--- config.mk ---
export PLATFORM = sky130hd
export DESIGN_NAME = scratchpad_stream_dma
export DESIGN_NICKNAME = d
export VERILOG_FILES = /design/src/rtl/tpu_dma_pkg.sv /design/src/rtl/stream_fifo.sv /design/src/rtl/scratchpad_stream_dma.sv
export SDC_FILE = /design/constraint.sdc
export NUM_CORES = 1
export LEC_CHECK = 0
export ABC_CLOCK_PERIOD_IN_PS = 3700
export CAP_MARGIN = 40
export CELL_PAD_IN_SITES_DETAIL_PLACEMENT = 0
export CELL_PAD_IN_SITES_GLOBAL_PLACEMENT = 1
export CORE_MARGIN = 2
export CORE_UTILIZATION = 30
export DETAILED_ROUTE_END_ITERATION = 16
export GPL_TIMING_DRIVEN = 0
export PLACE_DENSITY_LB_ADDON = 0.1
export RECOVER_POWER = 25
export REMOVE_ABC_BUFFERS = 1
export SLEW_MARGIN = 20
export SYNTH_ARGS = -nofsm -noshare
export SYNTH_HDL_FRONTEND = slang
export SYNTH_SLANG_ARGS = --single-unit
--- constraint.sdc ---
create_clock -name clk -period 3.7 [get_ports clk]
set_input_delay 0.74 -clock clk [delete_from_list [all_inputs] [get_ports clk]]
set_output_delay 0.74 -clock clk [all_outputs]
set_load 0.05 [all_outputs]
--- src/rtl/tpu_dma_pkg.sv ---
// Shared types and constants for the scratchpad stream DMA.
// Latency: n/a (declarations only).
// Backpressure: n/a.
package tpu_dma_pkg;

   localparam int LEN_WIDTH = 16;

   typedef enum logic [1:0] {
      IDLE = 2'd0,
      WR   = 2'd1,
      RD   = 2'd2,
      FIN  = 2'd3
   } dma_state_e;

   typedef enum logic {
      DMA_WR = 1'b0,
      DMA_RD = 1'b1
   } dma_dir_e;

endpackage

--- src/rtl/stream_fifo.sv ---
// Synchronous FIFO for the read-return path; power-of-two depth.
// Latency: a pushed word is visible at pop_dat the cycle after the push.
// Backpressure: full/count exposed; pushes when full and pops when empty are dropped.
module stream_fifo #(
   parameter int WIDTH = 32,
   parameter int DEPTH = 4
) (
   input  logic                     clk,
   input  logic                     rst_n,
   input  logic                     push,
   input  logic [WIDTH-1:0]         push_dat,
   input  logic                     pop,
   output logic [WIDTH-1:0]         pop_dat,
   output logic                     full,
   output logic                     empty,
   output logic [$clog2(DEPTH):0]   count
);

   localparam int AW = $clog2(DEPTH);
   localparam logic [AW:0] DEPTH_C = DEPTH[AW:0];

   logic [WIDTH-1:0] mem [DEPTH];
   logic [AW-1:0]    wr_ptr;
   logic [AW-1:0]    rd_ptr;
   logic             do_push;
   logic             do_pop;

   assign full     = (count == DEPTH_C);
   assign empty    = (count == '0);
   assign do_push  = push && !full;
   assign do_pop   = pop && !empty;
   assign pop_dat  = mem[rd_ptr];

   // Storage array; contents are only meaningful behind the pointers, so no reset.
   always_ff @(posedge clk) begin
      if (do_push) begin
         mem[wr_ptr] <= push_dat;
      end
   end

   // Pointers wrap naturally at the power-of-two depth; push+pop leaves count unchanged.
   always_ff @(posedge clk or negedge rst_n) begin
      if (!rst_n) begin
         wr_ptr <= '0;
         rd_ptr <= '0;
         count  <= '0;
      end else begin
         if (do_push) wr_ptr <= wr_ptr + 1'b1;
         if (do_pop)  rd_ptr <= rd_ptr + 1'b1;
         case ({do_push, do_pop})
            2'b10:   count <= count + 1'b1;
            2'b01:   count <= count - 1'b1;
            default: count <= count;
         endcase
      end
   end

endmodule

--- src/rtl/scratchpad_stream_dma.sv ---
// Stream<->scratchpad DMA: AXI-Stream beats become sequential word writes, word reads become stream beats.
// Latency: WR/RD entered the cycle after start; read data reaches m_tvalid RD_LATENCY+1 cycles after sp_rd_en.
// Backpressure: s_tready only in WR; reads are credit-limited so in-flight returns always fit the return FIFO.
module scratchpad_stream_dma
   import tpu_dma_pkg::*;
#(
   parameter int ADDR_WIDTH = 13,
   parameter int DATA_WIDTH = 32,
   parameter int RD_LATENCY = 2,
   parameter int FIFO_DEPTH = 4
) (
   input  logic                   clk,
   input  logic                   rst_n,
   input  logic                   start,
   input  logic                   dir,
   input  logic [ADDR_WIDTH-1:0]  cfg_base_addr,
   input  logic [LEN_WIDTH-1:0]   cfg_len,
   output logic                   busy,
   output logic                   done,
   output logic                   err,
   input  logic [DATA_WIDTH-1:0]  s_tdata,
   input  logic                   s_tvalid,
   input  logic                   s_tlast,
   output logic                   s_tready,
   output logic [DATA_WIDTH-1:0]  m_tdata,
   output logic                   m_tlast,
   output logic                   m_tvalid,
   input  logic                   m_tready,
   output logic [ADDR_WIDTH-1:0]  sp_base_addr,
   output logic                   sp_wr_en,
   output logic [DATA_WIDTH-1:0]  sp_wr_data,
   output logic [LEN_WIDTH-1:0]   sp_write_pointer,
   output logic                   sp_rd_en,
   output logic [LEN_WIDTH-1:0]   sp_read_pointer,
   input  logic [DATA_WIDTH-1:0]  sp_rd_data
);

   localparam int CW = $clog2(FIFO_DEPTH) + 1;
   localparam logic [CW:0] CREDIT_LIM = FIFO_DEPTH[CW:0];

   dma_state_e             state_q, state_d;
   logic [ADDR_WIDTH-1:0]  base_q;
   logic [LEN_WIDTH-1:0]   len_q;
   logic [LEN_WIDTH-1:0]   len_m1;
   logic [LEN_WIDTH-1:0]   ptr_q;
   logic [LEN_WIDTH-1:0]   sent_q;
   logic                   err_q;
   logic [CW-1:0]          outstanding_q;
   logic [RD_LATENCY-1:0]  vld_sr;
   logic                   ret_vld;
   logic [CW-1:0]          fifo_count;
   logic                   fifo_full;
   logic                   fifo_empty;
   logic [CW:0]            credit_used;
   logic                   start_acc;
   logic                   set_err;
   logic                   pop;

   assign len_m1           = len_q - 16'd1;
   assign ret_vld          = vld_sr[RD_LATENCY-1];
   assign credit_used      = {1'b0, outstanding_q} + {1'b0, fifo_count};
   assign busy             = (state_q != IDLE);
   assign err              = err_q;
   assign sp_base_addr     = base_q;
   assign sp_write_pointer = ptr_q;
   assign sp_read_pointer  = ptr_q;
   assign sp_wr_data       = s_tdata;
   assign m_tvalid         = !fifo_empty;
   assign pop              = m_tvalid && m_tready;
   assign m_tlast          = m_tvalid && (sent_q == len_m1);

   // Next-state and strobe decode; a write beat errs when tlast and the final pointer disagree.
   always_comb begin
      state_d   = state_q;
      start_acc = 1'b0;
      set_err   = 1'b0;
      s_tready  = 1'b0;
      sp_wr_en  = 1'b0;
      sp_rd_en  = 1'b0;
      done      = 1'b0;
      case (state_q)
         IDLE: begin
            if (start) begin
               start_acc = 1'b1;
               if (cfg_len == '0)        state_d = FIN;
               else if (dir == DMA_RD)   state_d = RD;
               else                      state_d = WR;
            end
         end
         WR: begin
            s_tready = 1'b1;
            if (s_tvalid) begin
               sp_wr_en = 1'b1;
               set_err  = (ptr_q == len_m1) ^ s_tlast;
               if ((ptr_q == len_m1) || s_tlast) state_d = FIN;
            end
         end
         RD: begin
            sp_rd_en = (ptr_q < len_q) && (credit_used < CREDIT_LIM);
            if (pop && (sent_q == len_m1)) state_d = FIN;
         end
         FIN: begin
            done    = 1'b1;
            state_d = IDLE;
         end
         default: state_d = IDLE;
      endcase
   end

   // State register plus per-transfer context (base, length, pointer, sent count, sticky error).
   always_ff @(posedge clk or negedge rst_n) begin
      if (!rst_n) begin
         state_q <= IDLE;
         base_q  <= '0;
         len_q   <= '0;
         ptr_q   <= '0;
         sent_q  <= '0;
         err_q   <= 1'b0;
      end else begin
         state_q <= state_d;
         if (start_acc) begin
            base_q <= cfg_base_addr;
            len_q  <= cfg_len;
            ptr_q  <= '0;
            sent_q <= '0;
            err_q  <= 1'b0;
         end else begin
            if (sp_wr_en || sp_rd_en) ptr_q  <= ptr_q + 16'd1;
            if (pop)                  sent_q <= sent_q + 16'd1;
            if (set_err)              err_q  <= 1'b1;
         end
      end
   end

   // Read-latency tracker and outstanding count; together with FIFO count they form the read credit.
   always_ff @(posedge clk or negedge rst_n) begin
      if (!rst_n) begin
         vld_sr        <= '0;
         outstanding_q <= '0;
      end else begin
         vld_sr[0] <= sp_rd_en;
         for (int i = 1; i < RD_LATENCY; i++) begin
            vld_sr[i] <= vld_sr[i-1];
         end
         case ({sp_rd_en, ret_vld})
            2'b10:   outstanding_q <= outstanding_q + 1'b1;
            2'b01:   outstanding_q <= outstanding_q - 1'b1;
            default: outstanding_q <= outstanding_q;
         endcase
      end
   end

   stream_fifo #(
      .WIDTH (DATA_WIDTH),
      .DEPTH (FIFO_DEPTH)
   ) u_ret_fifo (
      .clk      (clk),
      .rst_n    (rst_n),
      .push     (ret_vld && !fifo_full),
      .push_dat (sp_rd_data),
      .pop      (pop),
      .pop_dat  (m_tdata),
      .full     (fifo_full),
      .empty    (fifo_empty),
      .count    (fifo_count)
   );

endmodule

---- After elaboration in Yosys (flattened, before gate mapping) ----
Memories as Yosys holds them, arrays and structs flattened.
Cells that the tools add are included.
Widths: inputs -> output; s select.
word-level totals
  output and inout port bits .............. 117
  input port bits ......................... 100
  memories kept ........................... 1
  bits in writable memories ............... 128
  register bits after elaboration ......... 76
operators by class
  magnitude comparators ................... 2
  equality and inequality tests ........... 14
  bitwise gates (word level) .............. 1
  $add $sub $neg .......................... 10
  reduce and logical (&&, ||, !) cells .... 21
  mux-type cells .......................... 26
memory list
  memory          words  width  rd ports  clocked after memory_dff  write ports  line               source
  u_ret_fifo.mem  4      32     1         0                         1            stream_fifo.sv:22  logic [WIDTH-1:0] mem [DEPTH];
operators with widths
  kind                   count
  $mux 16                4
  $add 16x1->16 const B  2
  $eq 16x16->1           2
  $logic_not 16->1       1
  $lt 16x16->1           1
  $sub 16x1->16 const B  1
  $mux 1                 13
  $mux 2                 6
  $pmux 3 s2             2
  $reduce_bool 2->1      6
  $eq 2x2->1 const B     4
  $ne 2x2->1 const B     4
  $pmux 2 s4             1
  $logic_and 1x1->1      7
  $add 3x1->3 const B    2
  $eq 2x1->1 const B     3
  $sub 3x1->3 const B    2
  $add 2x1->2 const B    2
  $add 3x3->4            1
  $lt 4x3->1 const B     1
  $reduce_and 4->1       1
  $eq 3x3->1 const B     1
  $logic_not 3->1        1
  $logic_not 1->1        2
  other kinds (3)        4

---- Depth between registers and ports, before layout ----
  word-level depth ........................ 7
  depth in mapped cells ................... 15

---- Cells and area by module ----
From an unflattened synthesis, not the netlist that was laid out.
unflattened totals
  cell total of the unflattened synthesis .. 815
  area, all modules ....................... 10223.6 µm²
modules (own cells, without submodules)
  module                 cells an instance  area each (µm²)  instances
  scratchpad_stream_dma  610                5132.4           1
  stream_fifo            205                5091.1           1

---- Worst setup path before layout ----
No wires, ideal clock.
  path kind ............................... reg-to-output
  from .................................... register len_q[0]
  to ...................................... output port m_tlast
  required time ........................... 2.960 ns
  slack ................................... -0.557 ns
  stages on the path, launching flop included .. 9
  buffers on the path ..................... 0
  arrival time ............................ 3.517 ns
  cell sequence ........................... dfrtp_1 > inv_1 > ha_1 > nor2b_2 > nand2_1 > a221oi_1 > nand4b_1 > or4_4 > nor4_1
on the way
  cells in the longest elaborated chain, start to end .. 3
ends and longest elaborated chain
  what                    line                          source
  from (decl)             scratchpad_stream_dma.sv:43   logic [LEN_WIDTH-1:0] len_q;
  from (signal assigned)  scratchpad_stream_dma.sv:123  len_q <= cfg_len;
  $sub 16x1->16           scratchpad_stream_dma.sv:59   assign len_m1 = len_q - 16'd1;
  $eq 16x16->1            scratchpad_stream_dma.sv:70   assign m_tlast = m_tvalid && (sent_q == len_m1);
  $logic_and 1x1->1       scratchpad_stream_dma.sv:70
  to (decl)               scratchpad_stream_dma.sv:26   output logic m_tlast,
No other way between the ends.

---- Final worst setup path ----
  from .................................... register len_q[3]
  to ...................................... output port m_tlast
Same word-level chain as after synthesis.

==> flow_summary.json <==
{
  "cts_root_buf": "clkbuf_16",
  "r2r_setup_slack_ns": 0.63,
  "fp.dieArea_um2": 34300,
  "clk_pin_slew_worst_paths_ns": 0.06,
  "synth_adder_area_share_pct": 4.60,
  "syn_avg_cell_area_um2": 12.8,
  "die_x_um": 185,
  "hp-class": "register to register",
  "synth-seq-area-share_pct": 58.4,
  "antenna_found_initial": 1,
  "arrival_ns": 2.95,
  "power_density_nw_per_um2": 799,
  "grt_pass1_vias": 6843,
  "routed_wl_mm": 24.8,
  "startpoint_type": "register",
  "vias_per_cell": 4.68,
  "io_buffers": 152,
  "hold_violations": 0,
  "synth_edf_count": 128,
  "slew_headroom_pct": 4.82,
  "combinationalPowerShare_pct": 45.6,
  "cts_buffers": 25,
  "firstDrtPassIters": 5,
  "muxShareOfSynthArea_pct": 7.83,
  "power_frac_clock_pct": 21.5,
  "worstSetupPathType": "register to output pin",
  "reg2reg_from": "len_q[3]$_DFFE_PN0P_",
  "antenna_left": 0,
  "total_power_mw": 10.1,
  "ioPinCount": 217,
  "cap_violations": 0,
  "cp_max_fo": 6,
  "ir_worst_vdd_mv": 0.334,
  "vias": 6356,
  "drive_gt1_share_pct": 14.4,
  "ys_types": 54,
  "synth-xor-area-share_pct": 5.96,
  "pwr-share-seq_pct": 32.9,
  "placementRows": 66,
  "cts_tree": "built",
  "htree_levels": 1,
  "syn_inst": 772,
  "critical_path.startpoint": "len_q[3]$_DFFE_PN0P_",
  "grt_max_degree": 59,
  "cts.sink_count": 204,
  "synth-compound-area-share_pct": 5.52,
  "timing.critical_path.to": "m_tlast",
  "drv_slew": 0,
  "ys_warn_count": 0,
  "period_minus_slack_ns": 3.69,
  "grt_pass1_wl_mm": 38.0,
  "wl_per_cell_um": 18.3,
  "fin_crit_sh_pct": 99.9,
  "synth_ff_type": "edfxtp_1",
  "start_util_pct": 30.3,
  "route.detailed.drc": 0,
  "syn_to_final_growth_pct": 27.8,
  "synth_top_family_by_area": "simple AND/OR/NAND/NOR gates",
  "core_area_um2": 32500,
  "track_usage_pct": 14.3,
  "chipHeight_um": 185,
  "r2r-end": "state_q[1]$_DFFE_PN0P_",
  "mostFrequentLayoutCell": "clkdlybuf4s50_1",
  "internal_power_mw": 5.94,
  "power.switching_mw": 4.11,
  "place.gp.congestion": 0.733,
  "synth-simple-area-share_pct": 11.3,
  "outcome": "finished, final reports clean",
  "syn_area_um2": 9840,
  "most-common-layout-cells": "clkdlybuf4s50_1, edfxtp_1, nand2_1",
  "fill_cells": 3074,
  "setup_viol": 0,
  "critPathRequiredTime_ns": 2.96,
  "synth_seq_cells": 204,
  "dp_hpwl_mm": 17.3,
  "clkLatencyLatePin_ns": 0.51,
  "fin_skew_ns": 0.00674,
  "async_flop_share_pct": 37.3,
  "power_leakage_nw": 4.69,
  "fmax_mhz": 271,
  "grt_setup_unrepaired": "yes",
  "nNetsFinal": 1033,
  "drtIter0Drc": 258,
  "overflow": 0,
  "r2r_cells": 9,
  "tns_ns": 0,
  "cts_buffer_depth": 3,
  "worst_pin_slew_ns": 1.43,
  "swShare_pct": 40.9,
  "post-route-util_pct": 38.8,
  "crit_path_end_kind": "output pin"
}
worst min-delay path by stage:
stage / start / end / cells past startpoint / slack [ns]
5_1_grt: vld_sr[0]$_DFF_PN0_ / vld_sr[1]$_DFF_PN0_ / 0 / 0.35
3_5_place_dp: vld_sr[0]$_DFF_PN0_ / vld_sr[1]$_DFF_PN0_ / 0 / 0.33
4_1_cts: rst_n / sp_base_addr[1]$_DFFE_PN0P_ / 1 / 0.14
2_1_floorplan: vld_sr[0]$_DFF_PN0_ / vld_sr[1]$_DFF_PN0_ / 0 / 0.33
3_3_place_gp: vld_sr[0]$_DFF_PN0_ / vld_sr[1]$_DFF_PN0_ / 0 / 0.34
6_report: vld_sr[0]$_DFF_PN0_ / vld_sr[1]$_DFF_PN0_ / 0 / 0.35
logic make-up after synthesis:
kind of cell               after synthesis
AOI/OAI and AO/OA                       92
xor gates and xnor gates                67
DFF                                    204
muxes                                   37
and+or+nand+nor                        222
buffers and inverters                  115
adders and majority gates               35
through the flow:
step	hold WS, ns	setup slack (ns)	cell area (µm²)	cells
6_report	0.350	0.00537	12600	1358
3_5_place_dp	0.335	-0.766	11600	1297
4_1_cts	0.141	-0.0581	12600	1355
5_1_grt	0.350	-0.164	12600	1358
2_1_floorplan	0.331	-0.557	9350	695
3_3_place_gp	0.335	-1.09	11400	1289
power by group through the flow:
stage | Combinational, mW | Clock (mW) | Sequential, mW
6_report | 4.59 | 2.16 | 3.31
5_1_grt | 4.97 | 2.35 | 3.37
4_1_cts | 4.66 | 2.25 | 3.30
3_5_place_dp | 4.45 | 0 | 3.34
3_3_place_gp | 4.16 | 0 | 3.47
2_1_floorplan | 2.60 | 0 | 3.64
sequential cells by signal, summed over array words and instances, names as in the netlist:
name,cells
u_ret_fifo.mem,128
len_q,16
sent_q,16
sp_read_pointer,16
sp_base_addr,13
outstanding_q,3
u_ret_fifo.count,3
state_q,2
u_ret_fifo.rd_ptr,2
u_ret_fifo.wr_ptr,2
vld_sr,2
err,1
synthesized netlist by cell type (6+ instances only):
cell | count | area, µm²
dfrtp_1 | 76 | 1900
nand4_1 | 16 | 100
nor3_1 | 9 | 45.0
mux4_2 | 32 | 721
ha_1 | 33 | 413
nand2_1 | 93 | 349
nand3_1 | 13 | 65.1
clkbuf_1 | 20 | 75.1
xnor2_1 | 32 | 280
nor2_1 | 33 | 124
or3_1 | 6 | 37.5
o21ai_0 | 36 | 180
inv_1 | 38 | 143
and3_1 | 6 | 37.5
xor2_1 | 35 | 307
or4_1 | 9 | 67.6
and2_1 | 7 | 43.8
a21oi_1 | 26 | 130
edfxtp_1 | 128 | 3840
buf_4 | 49 | 368
nor4_1 | 7 | 43.8
final cells by class:
type	count	area, µm²	area share [%]
Sequential cell	204	5760	45.8
Multi-Input combinational cell	453	3580	28.4
Timing Repair Buffer	176	1810	14.4
Clock buffer	31	658	5.23
Tap cell	442	553	4.40
Inverter	38	143	1.13
Clock inverter	13	71.3	0.567
Antenna cell	1	2.50	0.0199
critical path, stage by stage, from the launching register on:
cell     delay (ns)
dfrtp_2        0.47
nor4_4         0.45
nand4_1        0.24
xnor2_1        0.23
a21oi_1        0.09
or4_4          0.56
nor4_4         0.20
buf_6          0.20
layer usage:
metal	vias to the layer above	global-route usage, %	part of all wire (%)
met3	27	4.94	8.0
met5	-	0.741	0
met1	3137	18.0	44
li1	2996	-	-
met2	196	23.9	47
met4	0	3.02	1.3
timing repair:
action,in CTS,in global routing
hold buffers,0,0
pin swaps,8,0
endpoints found under the setup margin,2,2
buffers inserted,14,2
gates resized for setup,39,7
Power figures use the tool's default switching activity.
